$ cat config.mk
export PLATFORM = sky130hd
export DESIGN_NAME = wb_stage
export DESIGN_NICKNAME = d
export VERILOG_FILES = /design/src/rtl/wb_stage.sv
export SDC_FILE = /design/constraint.sdc
export NUM_CORES = 1
export LEC_CHECK = 0
export CORE_MARGIN = 4
export CORE_UTILIZATION = 45
export CTS_CLUSTER_DIAMETER = 150
export DETAILED_ROUTE_END_ITERATION = 16
export DONT_BUFFER_PORTS = 1
export SYNTH_ARGS = -nofsm -noshare
export SYNTH_HDL_FRONTEND = slang
export SYNTH_SLANG_ARGS = --single-unit
$ cat constraint.sdc
create_clock -name clk -period 2.8 [get_ports clk]
set_clock_uncertainty 0.05 [all_clocks]
set_input_delay 0.56 -clock clk [delete_from_list [all_inputs] [get_ports clk]]
set_output_delay 0.56 -clock clk [all_outputs]
set_load 0.03 [all_outputs]
$ cat src/rtl/wb_stage.sv
// wb_stage: MEM/WB pipeline register and writeback logic for the RV32I 5-stage core.
//
// Purpose:
//   Latches the MEM-stage result, extracts and extends load data from the
//   data-memory read word, drives the register-file write port, counts retired
//   instructions and flags misaligned or illegal loads.
//
// Ports:
//   clk              core clock, rising-edge
//   rst              synchronous active-low reset
//   mem_valid_i      MEM stage holds a valid instruction
//   mem_reg_wen_i    instruction writes rd
//   mem_reg_waddr_i  rd index
//   mem_result_i     ALU result / load effective address
//   mem_is_load_i    instruction is a load
//   mem_funct3_i     load type encoding
//   dmem_rdata_i     data-memory read word, valid while the load sits in WB
//   stall_i          hold WB register contents
//   flush_i          kill the instruction entering WB
//   reg_waddr_o      register file write address
//   reg_wdata_o      register file write data
//   reg_wen_o        register file write enable
//   wb_valid_o       WB holds a valid instruction
//   load_misalign_o  WB load is misaligned or has an illegal funct3
//   instret_o        retired-instruction count
module wb_stage #(
    parameter int unsigned CNT_W = 64
) (
    input  logic             clk,
    input  logic             rst,
    input  logic             mem_valid_i,
    input  logic             mem_reg_wen_i,
    input  logic [4:0]       mem_reg_waddr_i,
    input  logic [31:0]      mem_result_i,
    input  logic             mem_is_load_i,
    input  logic [2:0]       mem_funct3_i,
    input  logic [31:0]      dmem_rdata_i,
    input  logic             stall_i,
    input  logic             flush_i,
    output logic [4:0]       reg_waddr_o,
    output logic [31:0]      reg_wdata_o,
    output logic             reg_wen_o,
    output logic             wb_valid_o,
    output logic             load_misalign_o,
    output logic [CNT_W-1:0] instret_o
);

    logic             valid_q;
    logic             wen_q;
    logic [4:0]       waddr_q;
    logic [31:0]      result_q;
    logic             is_load_q;
    logic [2:0]       funct3_q;
    logic [CNT_W-1:0] cnt_q;

    logic [1:0]  off;
    logic [7:0]  ld_byte;
    logic [15:0] ld_half;
    logic [31:0] ld_data;
    logic        misaligned;
    logic        illegal;
    logic        retire;

    // Pipeline register: reset, then flush, then stall, then load.
    always_ff @(posedge clk) begin
        if (!rst || flush_i) begin
            valid_q   <= 1'b0;
            wen_q     <= 1'b0;
            waddr_q   <= 5'd0;
            result_q  <= 32'd0;
            is_load_q <= 1'b0;
            funct3_q  <= 3'd0;
        end else if (!stall_i) begin
            valid_q   <= mem_valid_i;
            wen_q     <= mem_reg_wen_i;
            waddr_q   <= mem_reg_waddr_i;
            result_q  <= mem_result_i;
            is_load_q <= mem_is_load_i;
            funct3_q  <= mem_funct3_i;
        end
    end

    // Load extraction and alignment check.
    always_comb begin
        off        = result_q[1:0];
        ld_byte    = 8'd0;
        ld_half    = off[1] ? dmem_rdata_i[31:16] : dmem_rdata_i[15:0];
        ld_data    = 32'd0;
        misaligned = 1'b0;
        illegal    = 1'b0;
        unique case (off)
            2'd0: ld_byte = dmem_rdata_i[7:0];
            2'd1: ld_byte = dmem_rdata_i[15:8];
            2'd2: ld_byte = dmem_rdata_i[23:16];
            2'd3: ld_byte = dmem_rdata_i[31:24];
            default: ld_byte = 8'd0;
        endcase
        case (funct3_q)
            3'b000: ld_data = {{24{ld_byte[7]}}, ld_byte};
            3'b100: ld_data = {24'd0, ld_byte};
            3'b001: begin
                ld_data    = {{16{ld_half[15]}}, ld_half};
                misaligned = off[0];
            end
            3'b101: begin
                ld_data    = {16'd0, ld_half};
                misaligned = off[0];
            end
            3'b010: begin
                ld_data    = dmem_rdata_i;
                misaligned = (off != 2'd0);
            end
            default: illegal = 1'b1;
        endcase
    end

    assign load_misalign_o = valid_q & is_load_q & (misaligned | illegal);
    assign reg_wdata_o     = is_load_q ? ld_data : result_q;
    assign reg_wen_o       = valid_q & wen_q & (waddr_q != 5'd0) & ~load_misalign_o;
    assign reg_waddr_o     = waddr_q;
    assign wb_valid_o      = valid_q;

    // A flush kills only the incoming instruction, so it does not gate retire.
    assign retire = valid_q & ~stall_i & ~load_misalign_o;

    always_ff @(posedge clk) begin
        if (!rst) begin
            cnt_q <= '0;
        end else if (retire) begin
            cnt_q <= cnt_q + CNT_W'(1);
        end
    end

    assign instret_o = cnt_q;

endmodule

# [After elaboration in Yosys (flattened, before gate mapping)]
# Cells that the tools add are included.
[op_classes] add_sub_neg=1 mul=0 n_div=0 n_lt_le_gt_ge=0 n_eq_ne=7 shifts=0 muxes=6 n_bitwise=10 n_reduce_logical=8
[ops] cell="$pmux W32 S5" count=1
[ops] cell="$add A64 B1 Y64 const B" count=1
[ops] cell="$mux W32" count=1
[ops] cell="$pmux W8 S4" count=1
[ops] cell="$mux W16" count=1
[ops] cell="$and A1 B1 Y1" count=7
[ops] cell="$eq A3 B3 Y1 const B" count=2
[ops] cell="$reduce_bool A5 Y1" count=1
[ops] cell="$reduce_or A5 Y1" count=1
[ops] cell="$eq A2 B2 Y1 const B" count=2
[ops] cell="$eq A3 B1 Y1 const B" count=1
[ops] cell="$eq A3 B2 Y1 const B" count=1
[ops] cell="$logic_not A3 Y1" count=1
[ops] cell="$eq A2 B1 Y1 const B" count=1
[ops] cell="$logic_not A2 Y1" count=1
[ops] cell="$not A1 Y1" count=2
[ops] cell="$pmux W1 S2" count=1
[ops] cell="$reduce_bool A2 Y1" count=1
[ops] cell="$reduce_or A2 Y1" count=1
[ops] cell="$logic_not A1 Y1" count=1
[ops] cell="$logic_or A1 B1 Y1" count=1
[ops] cell="$mux W1" count=1
[ops] cell="$or A1 B1 Y1" count=1
[word_totals] regBits=107 latchBits=0 ram_bits=0 rom_bits=0 inputBits=79 output_inout_bits=104 elab_cells=39 mem_count=0

# [Logic depth before layout (Yosys ltp)]
# Gate-level depths: netlist of the first run.
[depth] depth_word=7 depth_mapped=8 ltp_nobuf=6

# [Least setup slack after synthesis of the first run]
# No wires, ideal clock.
[synth_path] path_type="input port to output port" from="input port dmem_rdata_i[23]" to="output port reg_wdata_o[10]" t_arrival_ps=2144 t_required_ps=2190 slack_ps=46 cell_stages=4 n_path_buf=0 cell_sequence="mux4_2 > nor4b_1 > a221oi_1 > o2bb2ai_1"
[synth_between] elab_chain_len=3
[synth_lines] item="from (decl)" line_no="37" text="input logic [31:0] dmem_rdata_i,"
[synth_lines] item="$pmux W8 S4" line_no="91" text="unique case (off)"
[synth_lines] item="$pmux W32 S5" line_no="98" text="case (funct3_q)"
[synth_lines] item="$mux W32" line_no="118" text="assign reg_wdata_o = is_load_q ? ld_data : result_q;"
[synth_lines] item="to (decl)" line_no="41" text="output logic [31:0] reg_wdata_o,"
# Every way passes these cells.

# [Final worst setup path of the first run]
[layout_path] from="register result_q[1]" to="output port reg_wdata_o[30]"
[layout_between] elab_chain_len=4 word_cells_on_any_way=8 classes_between="3 x eq/ne; 4 x mux; 1 x reduce/logical"
[layout_lines] item="from (decl)" line_no="51" text="logic [31:0] result_q;"
[layout_lines] item="from (signal assigned)" line_no="77" text="result_q <= mem_result_i;"
[layout_lines] item="$eq A2 B2 Y1, or another cell as far along" line_no="91"
[layout_lines] item="$pmux W8 S4" line_no="91"
[layout_lines] item="$pmux W32 S5 *" line_no="98"
[layout_lines] item="$mux W32 *" line_no="118"
# Every way passes the cells marked *; elsewhere a longest branch is shown, timed or not.

==> results of run 1 <==
==> final cells by class <==
class                      count  area share [%]
clock buffer                  10            3.36
clock inverter                 6            1.43
inverter                      21            1.16
multi-input combinational    479            46.9
sequential                   107            31.6
tap                          143            2.63
timing repair buffer          99            13.0
==> registers in the layout, summed over array words and instances, names as in the netlist <==
register	flops
result_q	32
wb_valid_o	1
reg_waddr_o	5
wen_q	1
funct3_q	3
instret_o	64
is_load_q	1
==> critical path: cells and delay by family (launching register included) <==
family / cells / cell delay, ns
buffers and inverters: 2 / 0.31
muxes: 2 / 0.74
AOI/OAI and AO/OA: 1 / 0.30
and+or+nand+nor: 1 / 0.07
DFF: 1 / 0.37
==> Yosys cell counts, drive strengths merged, types with 2 or more instances <==
master   count
o21ai       34
o31ai        8
a21oi       43
and4         4
buf          8
xor2        12
nor2        91
nand3       29
nand2b       3
nand4b       3
nand2       29
a221oi       9
xnor2       16
nor4b        2
mux2i       51
nor3        11
dfxtp      107
o221ai       7
nor4        13
a221o       16
or4         14
nand4       22
inv         20
o2bb2ai      9
clkbuf      34
and3        10
nor2b        2
or3         25
==> worst paths after layout <==
path	start	endpoint	slack, ns	cells after the start
worst min-delay path	mem_funct3_i[0]	funct3_q[0]	0.30	2
worst max register to register	result_q[1]	instret_o[56]	0.10	6
worst max-delay path	result_q[1]	reg_wdata_o[30]	0.04	6
worst min register to register	wen_q	wen_q	0.44	2
==> through the flow <==
step,worst slack (ns),hold slack [ns]
3_5_place_dp,0.0837,0.433
6_report,0.0427,0.298
4_1_cts,-0.00704,0.284
3_3_place_gp,0.139,0.427
5_1_grt,-0.0291,0.283
2_1_floorplan,0.0458,0.407
==> kinds of logic (layout without fill, tap and decap cells) <==
logic type,Yosys count,in the layout
AO/OA/AOI/OAI,134,134
XOR/XNOR,28,28
buffers and inverters,63,136
AND/OR/NAND/NOR,263,263
multiplexers,53,53
flip-flops,107,107
adder cells (fa/ha/maj),1,1
==> routing by layer <==
layer | routed length, um | vias to the layer above | share of wire (%) | GRT usage (%)
li1 | - | 2538 | - | -
met1 | 6530 | 2518 | 39 | 26.3
met2 | 8080 | 206 | 48 | 39.1
met3 | 1720 | 27 | 10 | 10.8
met4 | 377 | 0 | 2.3 | 7.91
met5 | 0 | - | 0 | 0
==> timing repair <==
action	4_1_cts	5_1_grt
resized for setup	10	20
endpoints found under the setup margin	27	35
gates cloned	0	0
pin swaps	1	1
buffers inserted	2	1
==> report_power, final <==
part,internal (W),switching [W]
sequential,0.00154,0.0000229
clock,0.000796,0.000592
combinational,0.000142,0.000173
total,0.00248,0.000788
==> results.txt, run 1 <==
total half-perimeter wirelength after legalization and detailed placement: 12500 um
Finished Layout Cells: 865
utilization after layout: 58.6%
post-synth top area cell: dfxtp_1
I/O pin total: 183
maximum number of buffers from clock root to sink: 2
unrepaired setup endpoints after global routing: true
setup total negative slack: 0 ns
num rows: 39
Hold Path Class: in -> reg
most frequent CP cell: buf_6
Slowest cell on crit path: mux4_2
area fraction in and, or, nand and nor cells after synthesis: 25.2%
period utilisation layout: 98.5%
largest net degree at the start of global routing: 65
initial antenna violation count: 0
Max Cap Violations: 0
clk_lat worst skew: 0.35 ns
slew at the pin with the worst max-slew slack: 0.915 ns
synth unique cells: 50
total chip power: 0.00327 W
die outline area: 13900 um^2
area share of the leading cell type in the synthesized netlist: 39.3%
post-layout instance area: 6810 um^2
number of synthesized register bits: 107
register area: 2150 um^2
Placeable Area: 11600 um^2
combined area of all synthesized cells: 5440 um^2
number of global-route vias before repair: 5159
EDFF count, synth: 0
Hold Fails Final Rpt: 0
total clock sinks: 107
area fraction in compound gates after synthesis: 16.4%
Power per Cell Area: 480 nW/um^2
tightest slew margin relative to the limit: 39.0%
CP cell instances: mux4_2 > mux2i_2 > nor4_4 > buf_6 > a221o_1 > buf_6
Final setup viols: 0
synthesized net count: 729
worst endpoint required time: 2.19 ns
number of cells after detailed placement: 847
post-layout minimum cycle time: 2.76 ns
largest family of logic cells by synthesized area: simple AND/OR/NAND/NOR gates
layout cells sized above 1: 19.7%
Syn Inst Count: 649
via/cell ratio: 6.11
most frequent cells in the layout: dfxtp_1 (105), nor2_1 (89), buf_4 (83)
Ys Warns: 0
All-Layer GR Usage: 23.4%
drt first pass iters: 5
per-cell routed wire length: 19.3 um
relative area change from synthesis to final layout: 25.0%
post-synthesis share of cell area spent on xor and xnor gates: 4.50%
diode count: 0
post-synthesis adder-cell area fraction: 0.230%
Slowest Stage Delay on Critical Path: 0.52 ns
Crit. End Element: primary output
Clock Pin Slew Worst Setup and Hold Paths: 0.07 ns
CTS root buffer: clkbuf_16
die boundary width: 118 um
max-slew violation total from the final report: 0
WL final: 16700 um
Seq/Total Area, Yosys: 39.3%
async set or reset register ratio after synthesis: 0%
worst vdd rail ir drop: 0.385 mV
vias after detailed routing: 5289
wire length of the first global-routing pass: 26600 um
Buffers on Ports: 0
initial cell density of the core: 46.9%
antenna-violating nets left: 0
initial detailed-routing violation count: 297
Crit Path Category: reg -> out
fraction of synthesized area in multiplexers: 10.0%
TritonCTS Buffers: 9
layout filler cell count: 1053
most common cell after layout, fill and taps aside: dfxtp_1
aggregate global routing overflow: 0
Die H: 118 um
footprint of the multi-input gates: 3190 um^2
Achievable Freq: 363 MHz
CTS tree: built
mean area per synthesized cell: 8.39 um^2
primary flip-flop cell chosen by synthesis mapping: dfxtp_1
final layout net count: 797
CTS Hold Bufs: 0
crit path DAT: 2.15 ns
leakage power: 2.47 nW
post-detailed-route DRC marker count: 0
most area-consuming cells after synthesis: dfxtp_1 (39%), mux2i_1 (9.4%), nor2_1 (6.3%)
Final Wtd Congestion: 0.889
critical path startpoint category: register
outcome: finished, final reports clean
largest fanout of any net on the critical path: 7
total number of H-tree levels: 3
Post-DP Area: 6320 um^2
(Power assumes the default switching activity.)
==> run 2: changes to the inputs <==
==> constraint.sdc (replaced) <==
create_clock -name clk -period 2.5 [get_ports clk]
set_clock_uncertainty 0.05 [all_clocks]
set_input_delay 0.5 -clock clk [delete_from_list [all_inputs] [get_ports clk]]
set_output_delay 0.5 -clock clk [all_outputs]
set_load 0.03 [all_outputs]
==> run 2 against run 1 <==
Effect of this change: the flow now finishes with violations (setup timing); worst setup slack worse by 0.23 ns; clock power is 3% lower; largest cell class unchanged; hold slack worse by 0.054 ns; sequential share of layout area is 0.91 points lower; largest power group unchanged.
==> results.txt, run 2 (synthesized netlist as in run 1, its figures left out) <==
Buffers on Ports: 0 (unchanged)
WL final: 17700 um (+5.6%)
largest net degree at the start of global routing: 48 (-26%)
Power per Cell Area: 493 nW/um^2 (+2.7%)
CTS root buffer: clkbuf_16
unrepaired setup endpoints after global routing: true
worst-case reg-to-reg path depth: 7 (+1)
Largest register FFs: 64 (unchanged)
Post-Place Worst Slack: 0.0258 ns (-0.0578 ns)
relative area change from synthesis to final layout: 29.3%
largest fanout of any net on the critical path: 7 (unchanged)
outcome: complete, but fails checks
crit path setup slack, layout: -0.192 ns (-0.235 ns)
total clock sinks: 107 (unchanged)
Placeable Area: 11600 um^2 (unchanged)
num rows: 39 (unchanged)
critical path startpoint category: register
Final Wtd Congestion: 0.882 (-0.78%)
Max Cap Violations: 0 (unchanged)
per-cell routed wire length: 19.6 um (+1.2%)
antenna-violating nets left: 0 (unchanged)
most common cell after layout, fill and taps aside: buf_4
Hold WS: 0.245 ns (-0.0538 ns)
post-layout instance area: 7040 um^2 (+3.5%)
tightest slew margin relative to the limit: 60.3% (+21 points)
wire length of the first global-routing pass: 27500 um (+3.5%)
Die H: 118 um (unchanged)
CTS tree: built
via/cell ratio: 6.04 (-1.3%)
post-detailed-route DRC marker count: 0 (unchanged)
post-layout minimum cycle time: 2.69 ns
initial cell density of the core: 46.9% (unchanged)
total number of H-tree levels: 3 (unchanged)
footprint of the multi-input gates: 3250 um^2 (+1.7%)
critical path capture point: reg_wdata_o[30]
crit path DAT: 2.14 ns (about the same)
max-slew violation total from the final report: 0 (unchanged)
die boundary width: 118 um (unchanged)
aggregate global routing overflow: 0 (unchanged)
TritonCTS Buffers: 9 (unchanged)
die outline area: 13900 um^2 (unchanged)
Crit Path Category: reg -> out
Crit. Startpoint: result_q[1]
slew at the pin with the worst max-slew slack: 0.594 ns (-0.321 ns)
maximum number of buffers from clock root to sink: 2 (unchanged)
most frequent cells in the layout: buf_4 (114), dfxtp_1 (95), nor2_1 (90)
Clock Pin Slew Worst Setup and Hold Paths: 0.07 ns (about the same)
Crit. End Element: primary output
worst vdd rail ir drop: 0.482 mV (+25%)
leakage power: 2.66 nW (+7.8%)
Hold Fails Final Rpt: 0 (unchanged)
Achievable Freq: 371 MHz
Hold Path Class: in -> reg
register-to-register setup slack: -0.11 ns (-0.21 ns)
end of the worst register-to-register path: instret_o[42]
number of global-route vias before repair: 5138 (-0.41%)
startpoint of the lowest-slack register-to-register path: result_q[1]
final layout net count: 835 (+4.8%)
failing checks: setup timing
diode count: 0 (unchanged)
layout cells sized above 1: 25.9% (+6.3 points)
I/O pin total: 183 (unchanged)
register area: 2160 um^2 (+0.47%)
Final setup viols: 28 (+28)
worst endpoint required time: 1.95 ns (-0.24 ns)
total chip power: 0.00347 W (+6.2%)
Post-DP Area: 6420 um^2 (+1.6%)
HP Start: mem_result_i[10]
All-Layer GR Usage: 24.0% (+0.66 points)
drt first pass iters: 5 (unchanged)
layout filler cell count: 1043 (-0.95%)
initial detailed-routing violation count: 453 (+53%)
clk_lat worst skew: 0.35 ns (about the same)
period utilisation layout: 108%
initial antenna violation count: 0 (unchanged)
vias after detailed routing: 5452 (+3.1%)
total half-perimeter wirelength after legalization and detailed placement: 12800 um (+2.5%)
==> run 2: cell count changes in the layout (fill, tap and decap cells not counted), moves of 3 or more <==
cell | before | now
dfxtp_2 | 0 | 11
buf_4 | 83 | 114
buf_6 | 7 | 19
dfxtp_1 | 105 | 95
buf_12 | 9 | 1
a221oi_2 | 5 | 8
clkinv_2 | 0 | 3
==> run 2: per-stage QoR <==
stage	TNS (ns)	std cells	utilization, %
2_1_floorplan	0	649	-
3_3_place_gp	0	872	55.3
3_5_place_dp	0	872	55.3
4_1_cts	-3.63	890	59.2
5_1_grt	-6.21	903	60.6
6_report	-3.82	903	60.6
==> run 2: how the worst min path moves through the flow <==
stage / end / slack, ns / cells after the start
detailed placement: result_q[6] / 0.43 / 2
global route: result_q[1] / 0.24 / 2
CTS: result_q[10] / 0.23 / 2
finish: result_q[10] / 0.24 / 2
global placement: wen_q / 0.42 / 2
floorplan: wen_q / 0.41 / 2
==> run 2: per-layer routing <==
metal  GRT usage [%]  vias up  share of wire [%]  wire (um)
li1                -     2614                  -          -
met1            27.8     2600                 39       6890
met2            40.6      214                 49       8730
met3            10.3       24                9.3       1640
met4            6.74        0                2.2        393
met5               0        -                  0          0
==> run 2: cell type report <==
class                   count  share of cell area, %
clock buffers              10                   3.39
repair buffers            136                   15.6
clock inverters             6                  0.569
flip-flops and latches    107                   30.7
inverters                  21                   1.12
multi-input cells         480                   46.1
well taps                 143                   2.54
==> run 2: timing repair <==
| action | 4_1_cts | 5_1_grt |
|---|---|---|
| hold buffers | 0 | 0 |
| resized for setup | 36 | 19 |
| cloned | 0 | 3 |
| setup buffers | 2 | 11 |
| hold endpoints to repair | 0 | 0 |
| setup endpoints to repair | 33 | 36 |
| pin swaps | 3 | 11 |
==> run 2: power by group <==
part	internal, W	switching, W	total [W]	leakage (nW)
Clock	0.000704	0.000650	0.00135	0.139
Combinational	0.000164	0.000204	0.000368	1.65
Sequential	0.00173	0.0000216	0.00175	0.872
==> run 2: critical path, cell delays in order, from the launching register on <==
cell and delay [ns]:
dfxtp_4 0.38, mux4_2 0.56, mux2i_4 0.19, nor4_4 0.08, buf_6 0.14, a221o_1 0.29, buf_6 0.15
